<file path="src/rtl/sin_cos_scheduler.sv">
// sin_cos_scheduler: round-robin front end that shares one first-quadrant sin_cos core.
// Angles are folded into quadrant 0 on the way in and results are unfolded by their tracked quadrant.
module sin_cos_scheduler #(
    parameter int NREQ    = 4,
    parameter int ASIZE   = 16,
    parameter int DSIZE   = 16,
    parameter int LATENCY = 16,
    parameter int IDW     = 2
) (
    input  logic                           clock,
    input  logic                           rst,
    input  logic [NREQ-1:0]                req_valid,
    input  logic [NREQ*ASIZE-1:0]          req_angle,
    output logic [NREQ-1:0]                req_ready,
    output logic [ASIZE-1:0]               core_angle,
    input  logic [DSIZE-1:0]               core_cos,
    input  logic [DSIZE-1:0]               core_sin,
    output logic                           rsp_valid,
    output logic [IDW-1:0]                 rsp_id,
    output logic [DSIZE:0]                 rsp_cos,
    output logic [DSIZE:0]                 rsp_sin,
    output logic [$clog2(LATENCY+3)-1:0]   inflight,
    output logic                           idle
);

    localparam int CW = $clog2(LATENCY+3);

    logic [IDW-1:0]    r_ptr;
    logic [ASIZE-1:0]  r_coreAngle;
    logic [LATENCY:0]  r_tagValid;
    logic [IDW-1:0]    r_tagId [0:LATENCY];
    logic [1:0]        r_tagQ  [0:LATENCY];
    logic              r_rspValid;
    logic [IDW-1:0]    r_rspId;
    logic [DSIZE:0]    r_rspCos;
    logic [DSIZE:0]    r_rspSin;
    logic [CW-1:0]     r_inflight;

    logic [NREQ-1:0]   w_grant;
    logic              w_found;
    logic [IDW-1:0]    w_grantId;
    logic [IDW-1:0]    w_nextPtr;
    logic [ASIZE-1:0]  w_angle;
    logic              w_accept;
    logic [DSIZE:0]    w_cosExt;
    logic [DSIZE:0]    w_sinExt;
    logic [DSIZE:0]    w_unCos;
    logic [DSIZE:0]    w_unSin;

    // Round-robin: first pass covers indices at/after the pointer, second pass wraps around.
    always_comb begin
        w_grant   = '0;
        w_found   = 1'b0;
        w_grantId = '0;
        w_nextPtr = r_ptr;
        w_angle   = '0;
        for (int i = 0; i < NREQ; i++) begin
            if (!w_found && req_valid[i] && (i >= int'(r_ptr))) begin
                w_found    = 1'b1;
                w_grant[i] = 1'b1;
                w_grantId  = IDW'(i);
                w_nextPtr  = (i == NREQ-1) ? '0 : IDW'(i+1);
                w_angle    = req_angle[i*ASIZE +: ASIZE];
            end
        end
        for (int i = 0; i < NREQ; i++) begin
            if (!w_found && req_valid[i] && (i < int'(r_ptr))) begin
                w_found    = 1'b1;
                w_grant[i] = 1'b1;
                w_grantId  = IDW'(i);
                w_nextPtr  = (i == NREQ-1) ? '0 : IDW'(i+1);
                w_angle    = req_angle[i*ASIZE +: ASIZE];
            end
        end
    end

    assign w_accept  = w_found & ~rst;
    assign req_ready = rst ? '0 : w_grant;

    assign w_cosExt = {1'b0, core_cos};
    assign w_sinExt = {1'b0, core_sin};

    always_comb begin
        w_unCos = w_cosExt;
        w_unSin = w_sinExt;
        case (r_tagQ[LATENCY])
            2'd0: begin w_unCos = w_cosExt;  w_unSin = w_sinExt;  end
            2'd1: begin w_unCos = -w_sinExt; w_unSin = w_cosExt;  end
            2'd2: begin w_unCos = -w_cosExt; w_unSin = -w_sinExt; end
            2'd3: begin w_unCos = w_sinExt;  w_unSin = -w_cosExt; end
            default: ;
        endcase
    end

    // Only the tag valids need reset; ids and quadrants are qualified by them.
    always_ff @(posedge clock) begin
        if (rst) begin
            r_ptr       <= '0;
            r_coreAngle <= '0;
            r_tagValid  <= '0;
            r_rspValid  <= 1'b0;
            r_rspId     <= '0;
            r_rspCos    <= '0;
            r_rspSin    <= '0;
            r_inflight  <= '0;
        end else begin
            if (w_accept) begin
                r_ptr       <= w_nextPtr;
                r_coreAngle <= {w_angle[ASIZE-3:0], 2'b00};
            end
            r_tagValid <= {r_tagValid[LATENCY-1:0], w_accept};
            r_rspValid <= r_tagValid[LATENCY];
            if (r_tagValid[LATENCY]) begin
                r_rspId  <= r_tagId[LATENCY];
                r_rspCos <= w_unCos;
                r_rspSin <= w_unSin;
            end
            case ({w_accept, r_rspValid})
                2'b10:   r_inflight <= r_inflight + CW'(1);
                2'b01:   r_inflight <= r_inflight - CW'(1);
                default: r_inflight <= r_inflight;
            endcase
        end
    end

    always_ff @(posedge clock) begin
        r_tagId[0] <= w_grantId;
        r_tagQ[0]  <= w_angle[ASIZE-1:ASIZE-2];
        for (int k = 1; k <= LATENCY; k++) begin
            r_tagId[k] <= r_tagId[k-1];
            r_tagQ[k]  <= r_tagQ[k-1];
        end
    end

    assign core_angle = r_coreAngle;
    assign rsp_valid  = r_rspValid;
    assign rsp_id     = r_rspId;
    assign rsp_cos    = r_rspCos;
    assign rsp_sin    = r_rspSin;
    assign inflight   = r_inflight;
    assign idle       = (r_inflight == '0) && (req_valid == '0);

endmodule

</file>
<file path="config.mk">
export PLATFORM = sky130hd
export DESIGN_NAME = sin_cos_scheduler
export DESIGN_NICKNAME = d
export VERILOG_FILES = /design/src/rtl/sin_cos_scheduler.sv
export SDC_FILE = /design/constraint.sdc
export NUM_CORES = 1
export LEC_CHECK = 0
export BUFFER_PORTS_ARGS = -buffer_cell sky130_fd_sc_hd__buf_2
export CAP_MARGIN = 20
export CORE_MARGIN = 2
export CORE_UTILIZATION = 53
export DETAILED_ROUTE_END_ITERATION = 10
export GPL_TIMING_DRIVEN = 0
export PLACE_DENSITY = 0.83
export SLEW_MARGIN = 10
export SYNTH_ARGS = -nofsm -noshare
export SYNTH_HDL_FRONTEND = slang
export SYNTH_SLANG_ARGS = --single-unit
</file>
<file path="constraint.sdc">
create_clock -name clock -period 3.5 [get_ports clock]
set_input_delay 0.35 -clock clock [delete_from_list [all_inputs] [get_ports clock]]
set_output_delay 0.35 -clock clock [all_outputs]
set_load 0.01 [all_outputs]
</file>
==> results.sh <==
export IMPL_cts_buffers_inserted=17
export IMPL_critical_path_class="primary input to flip-flop"
export IMPL_cts_tree="done"
export IMPL_nets=964
export IMPL_syn_area_per_cell_um2=9.295
export IMPL_drc=0
export IMPL_cts_max_path_buffers=2
export IMPL_worst_pin_slew_ns=1.063
export IMPL_synth_flop_cell="dfxtp_1"
export IMPL_grt_overflow=0
export IMPL_status="completed"
export IMPL_cts_root_buf="clkbuf_16"
export IMPL_fp_coreArea_mm2=0.01156
export IMPL_fin_ws_ns=0.3985
export IMPL_p_seq_share_pct=43.3
export IMPL_yosys_warnings=0
export IMPL_comb_power_share_pct=15.9
export IMPL_place_congestion=1.011
export IMPL_crit_fanout=10
export IMPL_io_buffers=153
export IMPL_antenna_cells=0
export IMPL_p_switching_mw=1.190
export IMPL_cp_end_kind="flip-flop"
export IMPL_pre_cts_ws_ns=-0.1532
export IMPL_post_route_period_util_pct=88.61
export IMPL_routed_wl_um=19170
export IMPL_post_cts_setup_buffer_count=0
export IMPL_grt_max_degree=17
export IMPL_yosysSeqAreaShare_pct=45.09
export IMPL_async_flop_share_pct=0
export IMPL_rows=39
export IMPL_ys_ff_latch=143
export IMPL_viasPerCell=6.208
export IMPL_critPathLaunchType="primary input"
export IMPL_stdcell_area_mm2=0.007859
export IMPL_grt_first_pass_wirelength_um=30260
export IMPL_syn_area_mm2=0.006349
export IMPL_drt_pass1_iter_count=6
export IMPL_clock_sink_count=143
export IMPL_wl_per_cell_um=18.94
export IMPL_hold_viol=0
export IMPL_power_mw=4.216
export IMPL_internal_power_mw=3.026
export IMPL_die_area_mm2=0.01287
export IMPL_slew_viol_final=0
export IMPL_power_density_mw_per_mm2=536.4
export IMPL_syn_to_final_growth_pct=23.79
export IMPL_ir_drop_mv=0.3884
export IMPL_layout_drive_gt1_share_pct=24.86
export IMPL_die_h_um=113.4
export IMPL_grt_pass1_vias=5949
export IMPL_htreeDepth=4
export IMPL_num_io_pins=165
export IMPL_dp_hpwl_um=13590
export IMPL_worstRegToRegCells=6
export IMPL_path_clk_slew_ns=0.06
export IMPL_clock_power_share_pct=40.8
export IMPL_synthDistinctLibCells=69
export IMPL_p_leak_nw=3.347
export IMPL_hold_path_class="primary input to flip-flop"
export IMPL_drtAntennaViolNets=0
export IMPL_antenna_found_initial=0
export IMPL_die_x_um=113.4
export IMPL_seqCellArea_mm2=0.002863
export IMPL_multiInputGateArea_mm2=0.003173
export IMPL_rsz0062_at_grt="no"
export IMPL_setup_violations=0
export IMPL_clock_latency_ns=0.42
export IMPL_synth_edf_count=0
export IMPL_hold_depth=3
export IMPL_track_usage_pct=30.03
export IMPL_period_minus_slack_ns=3.102
export IMPL_fin_skew_ns=0.01151
export IMPL_slew_limit_headroom_pct=28.61
export IMPL_worstPathArrival_ns=3.41
export IMPL_syn_instance_count=683
export IMPL_initial_core_util_pct=54.90
export IMPL_drv_cap=0
export IMPL_nFillCells=947
export IMPL_post_dp_cell_area_mm2=0.007297
export IMPL_switching_share_pct=28.23
export IMPL_cp_required_ns=3.81
export IMPL_num_vias=6282
export IMPL_max_clock_freq_ghz=0.3224
export IMPL_drtIter0Drc=674
export IMPL_holdWs_ns=0.1756
## placed cells by master, fill, tap and decap left out, types with 13 or more instances in the layout
| master | Yosys | layout |
|---|---|---|
| mux2i_1 | 16 | 16 |
| buf_2 | 4 | 157 |
| xor2_1 | 15 | 15 |
| nor2b_1 | 21 | 21 |
| nand2b_1 | 14 | 14 |
| nor2_1 | 36 | 36 |
| xnor2_1 | 13 | 13 |
| a21oi_1 | 47 | 47 |
| clkbuf_16 | 0 | 17 |
| o221ai_1 | 14 | 14 |
| nor3_1 | 14 | 14 |
| nand2_1 | 50 | 50 |
| o21ai_0 | 25 | 25 |
| inv_1 | 15 | 15 |
| nand3_1 | 16 | 16 |
| clkbuf_1 | 45 | 46 |
| dfxtp_1 | 143 | 143 |
## through the flow
step | utilization [%] | std cells | TNS (ns)
6_report | 67.95 | 1012 | 0
5_1_grt | 67.95 | 1012 | 0
4_1_cts | 67.94 | 1012 | 0
3_5_place_dp | 63.10 | 980 | -0.1532
3_3_place_gp | 63.10 | 980 | -0.1107
2_1_floorplan | - | 684 | 0
## cells in the mapped netlist (4+ instances only)
| cell type | number | area [µm²] |
|---|---|---|
| a211oi_1 | 8 | 60.06 |
| a21o_1 | 7 | 52.55 |
| a21oi_1 | 47 | 235.2 |
| a221o_1 | 6 | 60.06 |
| a221oi_1 | 11 | 96.34 |
| a222oi_1 | 7 | 70.07 |
| a22o_1 | 7 | 61.31 |
| a2bb2oi_1 | 4 | 35.03 |
| a31oi_1 | 12 | 75.07 |
| a32o_1 | 4 | 40.04 |
| and2_1 | 4 | 25.02 |
| buf_1 | 4 | 15.01 |
| buf_2 | 4 | 20.02 |
| clkbuf_1 | 45 | 168.9 |
| dfxtp_1 | 143 | 2863 |
| ha_1 | 6 | 75.07 |
| inv_1 | 15 | 56.30 |
| mux2_2 | 4 | 45.04 |
| mux2i_1 | 16 | 160.2 |
| mux4_2 | 6 | 135.1 |
| nand2_1 | 50 | 187.7 |
| nand2b_1 | 14 | 87.58 |
| nand3_1 | 16 | 80.08 |
| nor2_1 | 36 | 135.1 |
| nor2b_1 | 21 | 131.4 |
| nor3_1 | 14 | 70.07 |
| nor4_1 | 10 | 62.56 |
| o211ai_1 | 7 | 52.55 |
| o21ai_0 | 25 | 125.1 |
| o221ai_1 | 14 | 122.6 |
| o22ai_1 | 8 | 50.05 |
| o31ai_1 | 10 | 75.07 |
| or2_2 | 4 | 25.02 |
| or3_1 | 10 | 62.56 |
| or4_1 | 4 | 30.03 |
| xnor2_1 | 13 | 113.9 |
| xor2_1 | 15 | 131.4 |
## flip-flops by register name (all words and copies together) (netlist names)
register and flops:
r_tagQ 34, r_tagId 34, rsp_valid 1, rsp_cos 17
r_tagValid 17, r_ptr 2, core_angle 14, rsp_id 2
inflight 5, rsp_sin 17
## per-layer routing
layer,GRT usage [%],up-vias,routed length [µm]
met4,15.45,0,700
met3,9.511,77,2253
li1,-,2877,-
met5,0,-,0
met1,37.22,2876,7640
met2,47.19,452,8575
## cell families after synthesis
family / share of synthesized area (%)
muxes: 5.775
adders and majority gates: 1.182
xor gates and xnor gates: 3.863
and+or+nand+nor: 16.30
AOI/OAI and AO/OA: 22.74
other: 0.05907
DFF: 45.09
buffers and inverters: 4.986
## layout make-up
cell class,instances,area share (%)
plain buffers,58,3.184
clock buffers,19,5.509
clock inverters,13,1.624
inverters,18,0.8597
multi-input cells,465,40.38
flip-flops and latches,143,36.43
well taps,143,2.277
repair buffers,153,9.744
## final timing paths
path	startpoint	end	slack (ns)
min	req_angle[7]	core_angle[9]	0.18
max	rst	inflight[4]	0.40
max reg2reg	r_tagQ[0][32]	rsp_cos[13]	0.56
min reg2reg	r_tagQ[0][14]	r_tagQ[0][16]	0.32
## power groups by stage
stage	Combinational [mW]	Sequential [mW]	Clock, mW
after floorplan	0.403	1.85	0
final	0.672	1.82	1.72
after global placement	0.648	1.85	0
after detailed placement	0.649	1.86	0
after global routing	0.720	1.84	1.81
after CTS	0.653	1.83	1.73
## worst max-delay path, cell delays in order
cell	delay, ns
buf_2	0.23
clkbuf_1	0.47
clkbuf_2	0.37
a21oi_1	0.09
inv_1	0.10
ha_1	0.17
clkbuf_1	0.30
xor2_1	0.13
ha_1	0.24
inv_1	0.06
o21ai_0	0.06
a21o_1	0.18
a221oi_1	0.29
mux2_2	0.36
## repair_timing
item                       in CTS  in global routing
resized for setup               0                  2
hold buffers                    0                  0
hold endpoints to repair        0                  0
setup endpoints to repair       0                  1
No activity file was read; power rests on OpenSTA's default activity.
